File: config.mk
export PLATFORM = sky130hd
export DESIGN_NAME = spaceship_rotation_ctrl_flat
export DESIGN_NICKNAME = d
export VERILOG_FILES = /design/src/rtl/spaceship_rotation_if.sv /design/src/rtl/spaceship_rotation_ctrl.sv /design/src/flat_wrapper.sv
export SDC_FILE = /design/constraint.sdc
export NUM_CORES = 1
export LEC_CHECK = 0
export ABC_CLOCK_PERIOD_IN_PS = 4900
export CORE_MARGIN = 2
export CORE_UTILIZATION = 35
export CTS_CLUSTER_DIAMETER = 150
export CTS_CLUSTER_SIZE = 30
export DETAILED_ROUTE_END_ITERATION = 7
export MAX_ROUTING_LAYER = met4
export SYNTH_ARGS = -nofsm -noshare
export SYNTH_HDL_FRONTEND = slang
export SYNTH_SLANG_ARGS = --single-unit
File: constraint.sdc
create_clock -name clk -period 4.9 [get_ports clk]
set_clock_uncertainty 0.15 [all_clocks]
set_input_delay 0.49 -clock clk [delete_from_list [all_inputs] [get_ports clk]]
set_output_delay 0.49 -clock clk [all_outputs]
set_load 0.1 [all_outputs]
File: src/rtl/spaceship_rotation_if.sv
// Purpose: bundles the frame-synchronous control inputs and the heading
//          outputs of the spaceship rotation controller.
// Signals:
//   frame_tick  1-cycle pulse at start of vertical blank
//   btn_cw      rotate clockwise button, asynchronous level
//   btn_ccw     rotate counter-clockwise button, asynchronous level
//   recenter    synchronous 1-cycle pulse, forces heading to its initial value
//   angle       current heading, fed to the renderer
//   rot_step    1-cycle pulse in the cycle angle takes a stepped value
//   rot_active  high while a button press is being tracked
// Modports: master drives the inputs (system/bench), slave is the controller.
interface spaceship_rotation_if #(
    parameter int unsigned ANGLE_W = 4
);
    logic               frame_tick;
    logic               btn_cw;
    logic               btn_ccw;
    logic               recenter;
    logic [ANGLE_W-1:0] angle;
    logic               rot_step;
    logic               rot_active;

    modport master (
        output frame_tick, btn_cw, btn_ccw, recenter,
        input  angle, rot_step, rot_active
    );

    modport slave (
        input  frame_tick, btn_cw, btn_ccw, recenter,
        output angle, rot_step, rot_active
    );
endinterface

File: src/rtl/spaceship_rotation_ctrl.sv
// Purpose: owns the spaceship heading. Rotate buttons are synchronised and
//          acted on only at frame_tick, so the renderer sees a stable angle
//          during active video. A tap gives one step; a hold gives one step,
//          then auto-repeats after REPEAT_DELAY frames every REPEAT_RATE frames.
// Ports:
//   clk   system clock
//   rst   synchronous, active-high reset
//   bus   spaceship_rotation_if.slave (frame_tick, buttons, recenter in;
//         angle, rot_step, rot_active out, all registered)
module spaceship_rotation_ctrl #(
    parameter int unsigned ANGLE_W      = 4,
    parameter int unsigned INIT_ANGLE   = 0,
    parameter int unsigned REPEAT_DELAY = 12,
    parameter int unsigned REPEAT_RATE  = 4,
    parameter int unsigned CNT_W        = 5
) (
    input  logic                 clk,
    input  logic                 rst,
    spaceship_rotation_if.slave  bus
);

    typedef enum logic [1:0] {ST_IDLE, ST_HOLD, ST_REPEAT} state_e;
    typedef enum logic [1:0] {DIR_NONE, DIR_CW, DIR_CCW} dir_e;

    localparam logic [ANGLE_W-1:0] ANGLE_INIT = ANGLE_W'(INIT_ANGLE);
    localparam logic [CNT_W-1:0]   DELAY_LAST = CNT_W'(REPEAT_DELAY - 1);
    localparam logic [CNT_W-1:0]   RATE_LAST  = CNT_W'(REPEAT_RATE - 1);

    // NOTE: buttons are asynchronous; the first stage may go metastable, so
    // only the second stage is ever decoded.
    logic cw_meta_q,  cw_meta_d,  cw_sync_q,  cw_sync_d;
    logic ccw_meta_q, ccw_meta_d, ccw_sync_q, ccw_sync_d;

    state_e             state_q, state_d;
    dir_e               cur_dir_q, cur_dir_d;
    logic [CNT_W-1:0]   cnt_q, cnt_d;
    logic [ANGLE_W-1:0] angle_q, angle_d;
    logic               rot_step_q, rot_step_d;
    logic               rot_active_q, rot_active_d;

    dir_e dir;
    logic do_step;

    // Both buttons at once cancel out, same as neither.
    assign dir = (cw_sync_q && !ccw_sync_q) ? DIR_CW  :
                 (ccw_sync_q && !cw_sync_q) ? DIR_CCW : DIR_NONE;

    always_comb begin
        // NOTE: every _d gets its hold value first, so no path through the
        // branches below can leave one unassigned and infer a latch.
        cw_meta_d  = bus.btn_cw;
        cw_sync_d  = cw_meta_q;
        ccw_meta_d = bus.btn_ccw;
        ccw_sync_d = ccw_meta_q;
        state_d    = state_q;
        cur_dir_d  = cur_dir_q;
        cnt_d      = cnt_q;
        angle_d    = angle_q;
        rot_step_d = 1'b0;
        do_step    = 1'b0;

        if (bus.recenter) begin
            // Recenter outranks a coincident tick; a still-held button re-arms
            // from IDLE on the following tick.
            angle_d   = ANGLE_INIT;
            state_d   = ST_IDLE;
            cur_dir_d = DIR_NONE;
            cnt_d     = '0;
        end else if (bus.frame_tick) begin
            case (state_q)
                ST_IDLE: begin
                    if (dir != DIR_NONE) begin
                        do_step   = 1'b1;
                        cur_dir_d = dir;
                        cnt_d     = '0;
                        state_d   = ST_HOLD;
                    end
                end
                ST_HOLD: begin
                    if (dir == DIR_NONE) begin
                        state_d = ST_IDLE;
                    end else if (dir != cur_dir_q) begin
                        do_step   = 1'b1;
                        cur_dir_d = dir;
                        cnt_d     = '0;
                    end else if (cnt_q == DELAY_LAST) begin
                        do_step = 1'b1;
                        cnt_d   = '0;
                        state_d = ST_REPEAT;
                    end else begin
                        cnt_d = cnt_q + CNT_W'(1);
                    end
                end
                ST_REPEAT: begin
                    if (dir == DIR_NONE) begin
                        state_d = ST_IDLE;
                    end else if (dir != cur_dir_q) begin
                        do_step   = 1'b1;
                        cur_dir_d = dir;
                        cnt_d     = '0;
                        state_d   = ST_HOLD;
                    end else if (cnt_q == RATE_LAST) begin
                        do_step = 1'b1;
                        cnt_d   = '0;
                    end else begin
                        cnt_d = cnt_q + CNT_W'(1);
                    end
                end
                default: state_d = ST_IDLE;
            endcase

            // A step always moves in the currently decoded direction; the
            // angle wraps naturally through the ANGLE_W-bit adder.
            if (do_step) begin
                angle_d    = (dir == DIR_CW) ? angle_q + ANGLE_W'(1)
                                             : angle_q - ANGLE_W'(1);
                rot_step_d = 1'b1;
            end
        end

        rot_active_d = (state_d != ST_IDLE);
    end

    // NOTE: sequential state uses non-blocking assignments so every flop
    // samples pre-edge values regardless of statement order.
    always_ff @(posedge clk) begin
        if (rst) begin
            cw_meta_q    <= 1'b0;
            cw_sync_q    <= 1'b0;
            ccw_meta_q   <= 1'b0;
            ccw_sync_q   <= 1'b0;
            state_q      <= ST_IDLE;
            cur_dir_q    <= DIR_NONE;
            cnt_q        <= '0;
            angle_q      <= ANGLE_INIT;
            rot_step_q   <= 1'b0;
            rot_active_q <= 1'b0;
        end else begin
            cw_meta_q    <= cw_meta_d;
            cw_sync_q    <= cw_sync_d;
            ccw_meta_q   <= ccw_meta_d;
            ccw_sync_q   <= ccw_sync_d;
            state_q      <= state_d;
            cur_dir_q    <= cur_dir_d;
            cnt_q        <= cnt_d;
            angle_q      <= angle_d;
            rot_step_q   <= rot_step_d;
            rot_active_q <= rot_active_d;
        end
    end

    assign bus.angle      = angle_q;
    assign bus.rot_step   = rot_step_q;
    assign bus.rot_active = rot_active_q;

endmodule

File: src/flat_wrapper.sv
// flat-port wrapper written by rule: the top's interface ports become plain ports
module spaceship_rotation_ctrl_flat 
#(
    parameter int unsigned ANGLE_W      = 4,
    parameter int unsigned INIT_ANGLE   = 0,
    parameter int unsigned REPEAT_DELAY = 12,
    parameter int unsigned REPEAT_RATE  = 4,
    parameter int unsigned CNT_W        = 5
)
  (clk, rst, bus_frame_tick, bus_btn_cw, bus_btn_ccw, bus_recenter, bus_angle, bus_rot_step, bus_rot_active);
  spaceship_rotation_if #(.ANGLE_W(ANGLE_W)) bus_i ();
  input  logic clk;
  input  logic rst;
  input wire logic [$bits(bus_i.frame_tick)-1:0] bus_frame_tick;
  input wire logic [$bits(bus_i.btn_cw)-1:0] bus_btn_cw;
  input wire logic [$bits(bus_i.btn_ccw)-1:0] bus_btn_ccw;
  input wire logic [$bits(bus_i.recenter)-1:0] bus_recenter;
  output wire logic [$bits(bus_i.angle)-1:0] bus_angle;
  output wire logic [$bits(bus_i.rot_step)-1:0] bus_rot_step;
  output wire logic [$bits(bus_i.rot_active)-1:0] bus_rot_active;
  assign bus_i.frame_tick = bus_frame_tick;
  assign bus_i.btn_cw = bus_btn_cw;
  assign bus_i.btn_ccw = bus_btn_ccw;
  assign bus_i.recenter = bus_recenter;
  assign bus_angle = bus_i.angle;
  assign bus_rot_step = bus_i.rot_step;
  assign bus_rot_active = bus_i.rot_active;
  spaceship_rotation_ctrl #(.ANGLE_W(ANGLE_W), .INIT_ANGLE(INIT_ANGLE), .REPEAT_DELAY(REPEAT_DELAY), .REPEAT_RATE(REPEAT_RATE), .CNT_W(CNT_W)) u_core (.clk(clk), .rst(rst), .bus(bus_i));
endmodule
=== Yosys cells after proc, flatten, opt, wreduce, memory -nomap -nowiden ===
Index checks and enable logic that the tools add are counted.

* Register bits: 19
* Input port bits: 6
* Output and inout port bits: 6

* Add/sub/neg operators: 3
* Equal/unequal tests: 11
* Mux-type cells: 35
* Bitwise operators: 1
* Reductions and logical operators: 16

{| class="wikitable"
|+ Operator list
! cell !! number
|-
| $mux 5 || 7
|-
| $mux 2 || 13
|-
| $pmux 5 s3 || 1
|-
| $mux 1 || 10
|-
| $reduce_and 5->1 || 2
|-
| $ne 2x2->1 const B || 3
|-
| $pmux 2 s3 || 1
|-
| $reduce_bool 2->1 || 3
|-
| $add 5x1->5 const B || 1
|-
| $eq 5x2->1 const B || 1
|-
| $eq 5x4->1 const B || 1
|-
| $add 4x1->4 const B || 1
|-
| $eq 2x1->1 const B || 2
|-
| $logic_not 2->1 || 2
|-
| $mux 4 || 1
|-
| $ne 2x1->1 const B || 2
|-
| $pmux 2 s2 || 1
|-
| $reduce_or 2->1 || 2
|-
| $sub 4x1->4 const B || 1
|-
| $pmux 1 s3 || 1
|-
| $reduce_bool 3->1 || 1
|-
| $reduce_or 3->1 || 1
|-
| $eq 2x2->1 const B || 1
|-
| $logic_and 1x1->1 || 2
|-
| other kinds (4) || 5
|}

=== Longest topological paths before layout ===
Gate-level depths: netlist of the first run.

* Word-level depth: 11
* Mapped depth: 9

=== Worst setup path before layout of the first run ===
Ideal clock, no wire load.

* Path kind: reg2reg
* From: register u_core.angle_q[1] (netlist: u_core.bus.angle[1])
* To: register u_core.angle_q[3] (netlist: u_core.bus.angle[3])
* Data arrival time: 2.184 ns
* Data required time: 4.679 ns
* Setup slack: 2.496 ns
* Stages on the path, launching flop included: 7
* Buffers on the path: 0
* Cell sequence: dfxtp_1 > ha_1 > a21o_1 > a21oi_1 > xnor2_1 > or3_1 > a21oi_1

* Cells in the longest elaborated chain, start to end: 2

{| class="wikitable"
|+ Ends and longest elaborated chain
! what !! line !! RTL
|-
| from (decl) || spaceship_rotation_ctrl.sv:37 || <nowiki>logic [ANGLE_W-1:0] angle_q, angle_d;</nowiki>
|-
| from (signal assigned) || spaceship_rotation_ctrl.sv:146 || <nowiki>angle_q <= angle_d;</nowiki>
|-
| $sub 4x1->4 or $add 4x1->4 (tied branches) || spaceship_rotation_ctrl.sv:116, spaceship_rotation_ctrl.sv:115 ||
|-
| $mux 4 * || spaceship_rotation_ctrl.sv:115 || <nowiki>angle_d = (dir == DIR_CW) ? angle_q + ANGLE_W'(1)</nowiki>
|}

Mark *: on every way between the ends. The rest lies on a longest branch, timed or not.
A chain may end at the register's enable or synchronous reset.

=== Worst setup path after layout of the first run ===
* From: register u_core.angle_q[0] (netlist: u_core.bus.angle[0])
* To: output bus_angle[0]

{| class="wikitable"
|+ RTL lines
! what !! line !! RTL
|-
| to (decl) || flat_wrapper.sv:18 || <nowiki>output wire logic [$bits(bus_i.angle)-1:0] bus_angle;</nowiki>
|}

No word-level cell between the ends.

==> results of run 1 <==
==> routing by layer <==
layer,GRT usage [%],part of all wire [%]
met2,22.45,49
met1,15.07,46
met3,2.620,3.8
met5,-,0
met4,5.714,0.62
==> metrics by stage <==
stage	setup WS (ns)	util (%)	area, um^2	hold slack [ns]	power (mW)
after floorplan	2.496	-	1079	0.2638	0.1935
after global placement	2.592	40.71	1222	0.2938	0.2049
after detailed placement	2.548	40.71	1222	0.2795	0.2047
after CTS	2.345	41.58	1249	0.3051	0.2828
after global routing	2.259	41.58	1249	0.3286	0.2933
final	2.378	41.58	1249	0.2983	0.2764
==> worst min-delay path by stage <==
stage               slack, ns         startpoint                 to
finish                   0.30   u_core.cw_meta_q   u_core.cw_sync_q
global route             0.33   u_core.cw_meta_q   u_core.cw_sync_q
CTS                      0.31   u_core.cw_meta_q   u_core.cw_sync_q
detailed placement       0.28   u_core.cw_meta_q   u_core.cw_sync_q
global placement         0.29   u_core.cw_meta_q   u_core.cw_sync_q
floorplan                0.26  u_core.ccw_meta_q  u_core.ccw_sync_q
==> final cells by class <==
| cell class | count | area, um^2 | area share, % |
|---|---|---|---|
| multi-input cells | 87 | 656.9 | 52.61 |
| flip-flops and latches | 19 | 380.4 | 30.46 |
| repair buffers | 11 | 110.1 | 8.818 |
| well taps | 33 | 41.29 | 3.307 |
| inverters | 9 | 33.78 | 2.705 |
| clock buffers | 4 | 26.28 | 2.104 |
==> logic make-up after synthesis <==
| logic type | count (synthesis) |
|---|---|
| flops | 19 |
| simple gates | 41 |
| buf+inv | 11 |
| compound gates | 26 |
| fa+ha+maj | 10 |
| xor+xnor | 5 |
| mux | 5 |
==> power groups by stage <==
stage          registers [mW]  clock network [mW]  logic (mW)
6_report                0.159              0.0750      0.0421
5_1_grt                 0.160              0.0875      0.0459
4_1_cts                 0.159              0.0813      0.0421
3_5_place_dp            0.163                   0      0.0419
3_3_place_gp            0.163                   0      0.0420
2_1_floorplan           0.171                   0      0.0223
==> flip-flops by register name, summed over array words and instances, names as in the netlist, 2 cells and up <==
register,cells
u_core.bus.angle,4
u_core.cnt_q,5
u_core.cur_dir_q,2
u_core.state_q,2
==> layout by cell type, fill, tap and decap left out, types with 2 or more instances in the layout <==
cell,count
o31ai_1,2
a21oi_1,9
or4_1,2
nor3_1,3
dfxtp_1,19
clkbuf_4,3
a31oi_1,2
xor2_1,2
mux2i_1,5
nand3_1,3
inv_1,9
ha_1,9
nand3b_1,2
o21ai_0,2
nand2b_1,2
or3_2,2
clkdlybuf4s50_1,11
nor2_1,11
nand2_1,5
nor2b_1,5
==> out/qor.yml, run 1 <==
status:
  outcome: "finished clean"
clock_network:
  post_cts_buffers: 0
  cts_root_buffer: "clkbuf_4"
  cts_buffers: 3
  clkSinkCount: 19
  clk_latency_ns: 0.28
  htreeDepth: 1
  cts_buffer_depth: 2
  clkTransAtPathRegs_ns: 0.10
  cts_hold_buf: 0
  cts_tree: "built"
  cts-resized-gates: 0
power_and_ir_drop:
  power.leakage_nw: 0.4619
  p_per_area_nw_per_um2: 221.3
  intPower_mw: 0.2058
  swShare_pct: 25.55
  comb_power_share_pct: 15.2
  seqPwrFrac_pct: 57.6
  vdd_drop_max_v: 0.0001357
  power_switching_mw: 0.07061
  power_frac_clock_pct: 27.1
worst_setup_path:
  cpPeakStageDelay_ns: 1.17
  reg2reg_from: "u_core.state_q[0]"
  worst-path-stages: 1
  reg2reg_slack_ns: 2.59
  cp-end-kind: "output port"
  reg2reg_depth: 6
  worstSetupStartpointType: "flip-flop"
  setup.worst_path.start: "u_core.bus.angle[0]"
  cp_num_buf_inv: 1
  crit_arrival_ns: 1.88
  setup.worst_path.class: "reg2out"
  cp_max_fo: 4
  path_cells: "clkdlybuf4s50_1"
  crit-reg2reg-capture: "u_core.cnt_q[4]"
  cp-endpoint: "bus_angle[0]"
  cp_top_family: "buffers and inverters"
  slowest_stage: "clkdlybuf4s50_1"
  cp.required_ns: 4.26
detailed_routing:
  wirelength_mm: 1.946
  drt_pass1_iterations: 4
  route.detailed.drc: 0
  drtIter0Drc: 18
  wl_per_cell_um: 11.94
  via_count: 866
  antenna_left: 0
  via_per_inst: 5.313
global_route:
  grt_pass1_vias: 843
  grt_remaining_overflow: 0
  grt_max_degree: 17
  grt_usage_pct: 13.24
  grt_pass1_wl_mm: 3.491
  antenna_found_initial: 0
die:
  die_h_um: 59.51
  rows: 20
  core_area_um2: 3003
  die_x_um: 59.51
  io_pins: 12
  die-area_um2: 3541
  start_util_pct: 35.92
placement:
  hpwl_mm: 1.491
  numPortBuffers: 11
  place_congestion: 0.8837
  dp.cells: 159
final_layout:
  drive_gt1_share_pct: 9.231
  fin_cells: 163
  fillers: 302
  syn2layout_area_growth_pct: 15.78
  final_nets: 147
  n_antenna_cell: 0
synthesis:
  synthAdderAreaFrac_pct: 12.30
  syn_avg_cell_area_um2: 9.218
  synth.area.top_cells: "dfxtp_1, ha_1, mux2i_1"
  synth_top_family_by_area: "simple AND/OR/NAND/NOR gates"
  yosysTopAreaCell: "dfxtp_1"
  async_flop_share_pct: 0
  syn_inst: 117
  yosysSeqAreaShare_pct: 35.27
  synth_nets: 133
  ys_warn_count: 0
  synth-edff-count: 0
  synth_ff_type: "dfxtp_1"
  synth_compound_area_share_pct: 16.47
  yosysMostFrequentCell: "dfxtp_1"
  synth_simple_gate_area_share_pct: 21.00
  synth_xor_area_share_pct: 6.497
  yosys.area.top_type_share_pct: 35.27
  synth_seq_cells: 19
  synthMuxAreaShare_pct: 4.640
  synth_common_cells: "dfxtp_1, nor2_1, a21oi_1, ha_1, inv_1"
  syn_area_um2: 1079
  yosysUniqueCellTypes: 40
sta:
  worst_pin_slew_ns: 0.9685
  period_share_pct: 51.47
  final-setup-viol-count: 0
  setup_tns_ns: 0
  max_freq_mhz: 396.5
  period_needed_ns: 2.522
  relSlewSlack_pct: 35.23
  finalHoldViolCount: 0
  rsz0062_at_grt: "false"
  drv_slew: 0
worst_hold_path:
  min_path_type: "reg2reg"
  holdPathStages: 1
job:
  cap_violations: 0
Note: power is estimated with default switching activity, not from simulation.
==> run 2, diff against run 1 <==
ABC_CLOCK_PERIOD_IN_PS = 2600   (was 4900)
clock period = 2.6 ns   (was 4.9 ns; I/O delays follow)
==> run 2 against run 1 <==
Effect of this change:
- cell area decreased by 0.60%
- non-clock buffer count up 1
- power grew 91%
- worst hold slack better by 0.0037 ns
- count of clock-buffer cells in the layout stayed put
- highest routed layer unchanged
==> out/qor.yml, run 2 (same netlist as run 1, synthesis figures left out) <==
status:
  outcome: "finished clean"
sta:
  period_share_pct: 86.67
  drv_slew: 0
  final-setup-viol-count: 0
  finalHoldViolCount: 0
  period_needed_ns: 2.254
  relSlewSlack_pct: 59.42
  setup_tns_ns: 0
  rsz0062_at_grt: "false"
  worst_pin_slew_ns: 0.6087
  max_freq_mhz: 443.8
worst_setup_path:
  reg2reg_from: "u_core.state_q[0]"
  cpPeakStageDelay_ns: 0.42
  crit-reg2reg-capture: "u_core.bus.angle[3]"
  cp.required_ns: 2.68
  cp_max_fo: 7
  cp_num_buf_inv: 0
  crit_arrival_ns: 2.33
  setup.worst_path.class: "reg2reg"
  slowest_stage: "dfxtp_1"
  reg2reg_depth: 6
  cp-end-kind: "flip-flop"
  worstSetupStartpointType: "flip-flop"
  reg2reg_slack_ns: 0.35
  path_cells: "ha_1 -> mux2i_1 -> o311ai_0 -> a22oi_1 -> or3_1 -> a21oi_1"
  cp_top_family: "compound AO/OA/AOI/OAI gates"
die:
  die_h_um: 59.51
  die-area_um2: 3541
  die_x_um: 59.51
  core_area_um2: 3003
  rows: 20
  io_pins: 12
  start_util_pct: 35.92
final_layout:
  fin_util_pct: 41.33
  final_area_um2: 1241
  final_common_cell: "dfxtp_1"
  n_antenna_cell: 0
  top_register: "u_core.cnt_q"
  final_cell_mix: "dfxtp_1, nor2_1, inv_1, a21oi_1, ha_1"
  fin_cells: 164
  fillers: 313
  drive_gt1_share_pct: 14.50
  largest_reg_flops: 5
  final_nets: 148
  syn2layout_area_growth_pct: 15.08
global_route:
  grt_max_degree: 15
  grt_usage_pct: 13.56
  antenna_found_initial: 0
  grt_remaining_overflow: 0
  grt_pass1_wl_mm: 3.553
  grt_pass1_vias: 842
clock_network:
  post_cts_buffers: 0
  cts-resized-gates: 0
  clkTransAtPathRegs_ns: 0.11
  cts_buffers: 3
  cts_root_buffer: "clkbuf_4"
  cts_tree: "built"
  htreeDepth: 1
  cts_hold_buf: 0
  clk_latency_ns: 0.29
  clkSinkCount: 19
  cts_buffer_depth: 2
power_and_ir_drop:
  vdd_drop_max_v: 0.0002440
  power.leakage_nw: 0.4784
  p_per_area_nw_per_um2: 425.5
placement:
  dp.cells: 160
  place_area_um2: 1215
  hpwl_mm: 1.612
  place_congestion: 0.9710
  numPortBuffers: 11
detailed_routing:
  via_count: 880
  via_per_inst: 5.366
  drt_pass1_iterations: 4
  wirelength_mm: 1.991
  drtIter0Drc: 5
  antenna_left: 0
  route.detailed.drc: 0
  wl_per_cell_um: 12.14
worst_hold_path:
  holdPathStages: 1
  min_path_type: "reg2reg"
  min_to: "u_core.ccw_sync_q"
  hp-start: "u_core.ccw_meta_q"
job:
  cap_violations: 0
## run 2: metal layers
| layer | wire length (um) | share of wire [%] | global-route usage (%) |
|---|---|---|---|
| met1 | 857 | 43 | 15.05 |
| met2 | 1043 | 52 | 24.33 |
| met3 | 61 | 3.1 | 2.620 |
| met4 | 29 | 1.5 | 4.127 |
| met5 | 0 | 0 | - |
## run 2: how the worst max path moves through the flow
stage | cells after the start | to | from | slack [ns]
after floorplan | 6 | u_core.bus.angle[3] | u_core.bus.angle[1] | 0.20
after global placement | 7 | u_core.cnt_q[4] | u_core.ccw_sync_q | 0.38
after detailed placement | 7 | u_core.cnt_q[4] | u_core.ccw_sync_q | 0.37
after CTS | 7 | u_core.cnt_q[4] | u_core.ccw_sync_q | 0.34
after global routing | 6 | u_core.bus.angle[3] | u_core.state_q[0] | 0.13
final | 6 | u_core.bus.angle[3] | u_core.state_q[0] | 0.35
## run 2: layout make-up
| cell class | instances | area (um^2) | area share (%) |
|---|---|---|---|
| inverters | 9 | 33.78 | 2.722 |
| multi-input cells | 87 | 656.9 | 52.92 |
| clock buffers | 4 | 26.28 | 2.117 |
| flip-flops and latches | 19 | 380.4 | 30.65 |
| repair buffers | 12 | 102.6 | 8.266 |
| well taps | 33 | 41.29 | 3.327 |
## run 2: stage by stage
| step | power [mW] | setup WS, ns | hold slack (ns) |
|---|---|---|---|
| 2_1_floorplan | 0.3647 | 0.1957 | 0.1816 |
| 3_3_place_gp | 0.3862 | 0.3798 | 0.2698 |
| 3_5_place_dp | 0.3879 | 0.3675 | 0.2824 |
| 4_1_cts | 0.5380 | 0.3367 | 0.3073 |
| 5_1_grt | 0.5614 | 0.1319 | 0.3151 |
| 6_report | 0.5281 | 0.3465 | 0.3021 |
## run 2: worst register-to-register path, cell delays in order (launching register included)
cell and delay [ns]:
dfxtp_1 0.42, ha_1 0.32, mux2i_1 0.12, o311ai_0 0.37
a22oi_1 0.29, or3_1 0.40, a21oi_1 0.13
## run 2: where the power goes
part	switching (mW)	total, mW	internal, mW
clock network	0.0878	0.147	0.0596
logic	0.0487	0.0806	0.0319
registers	0.00347	0.300	0.297
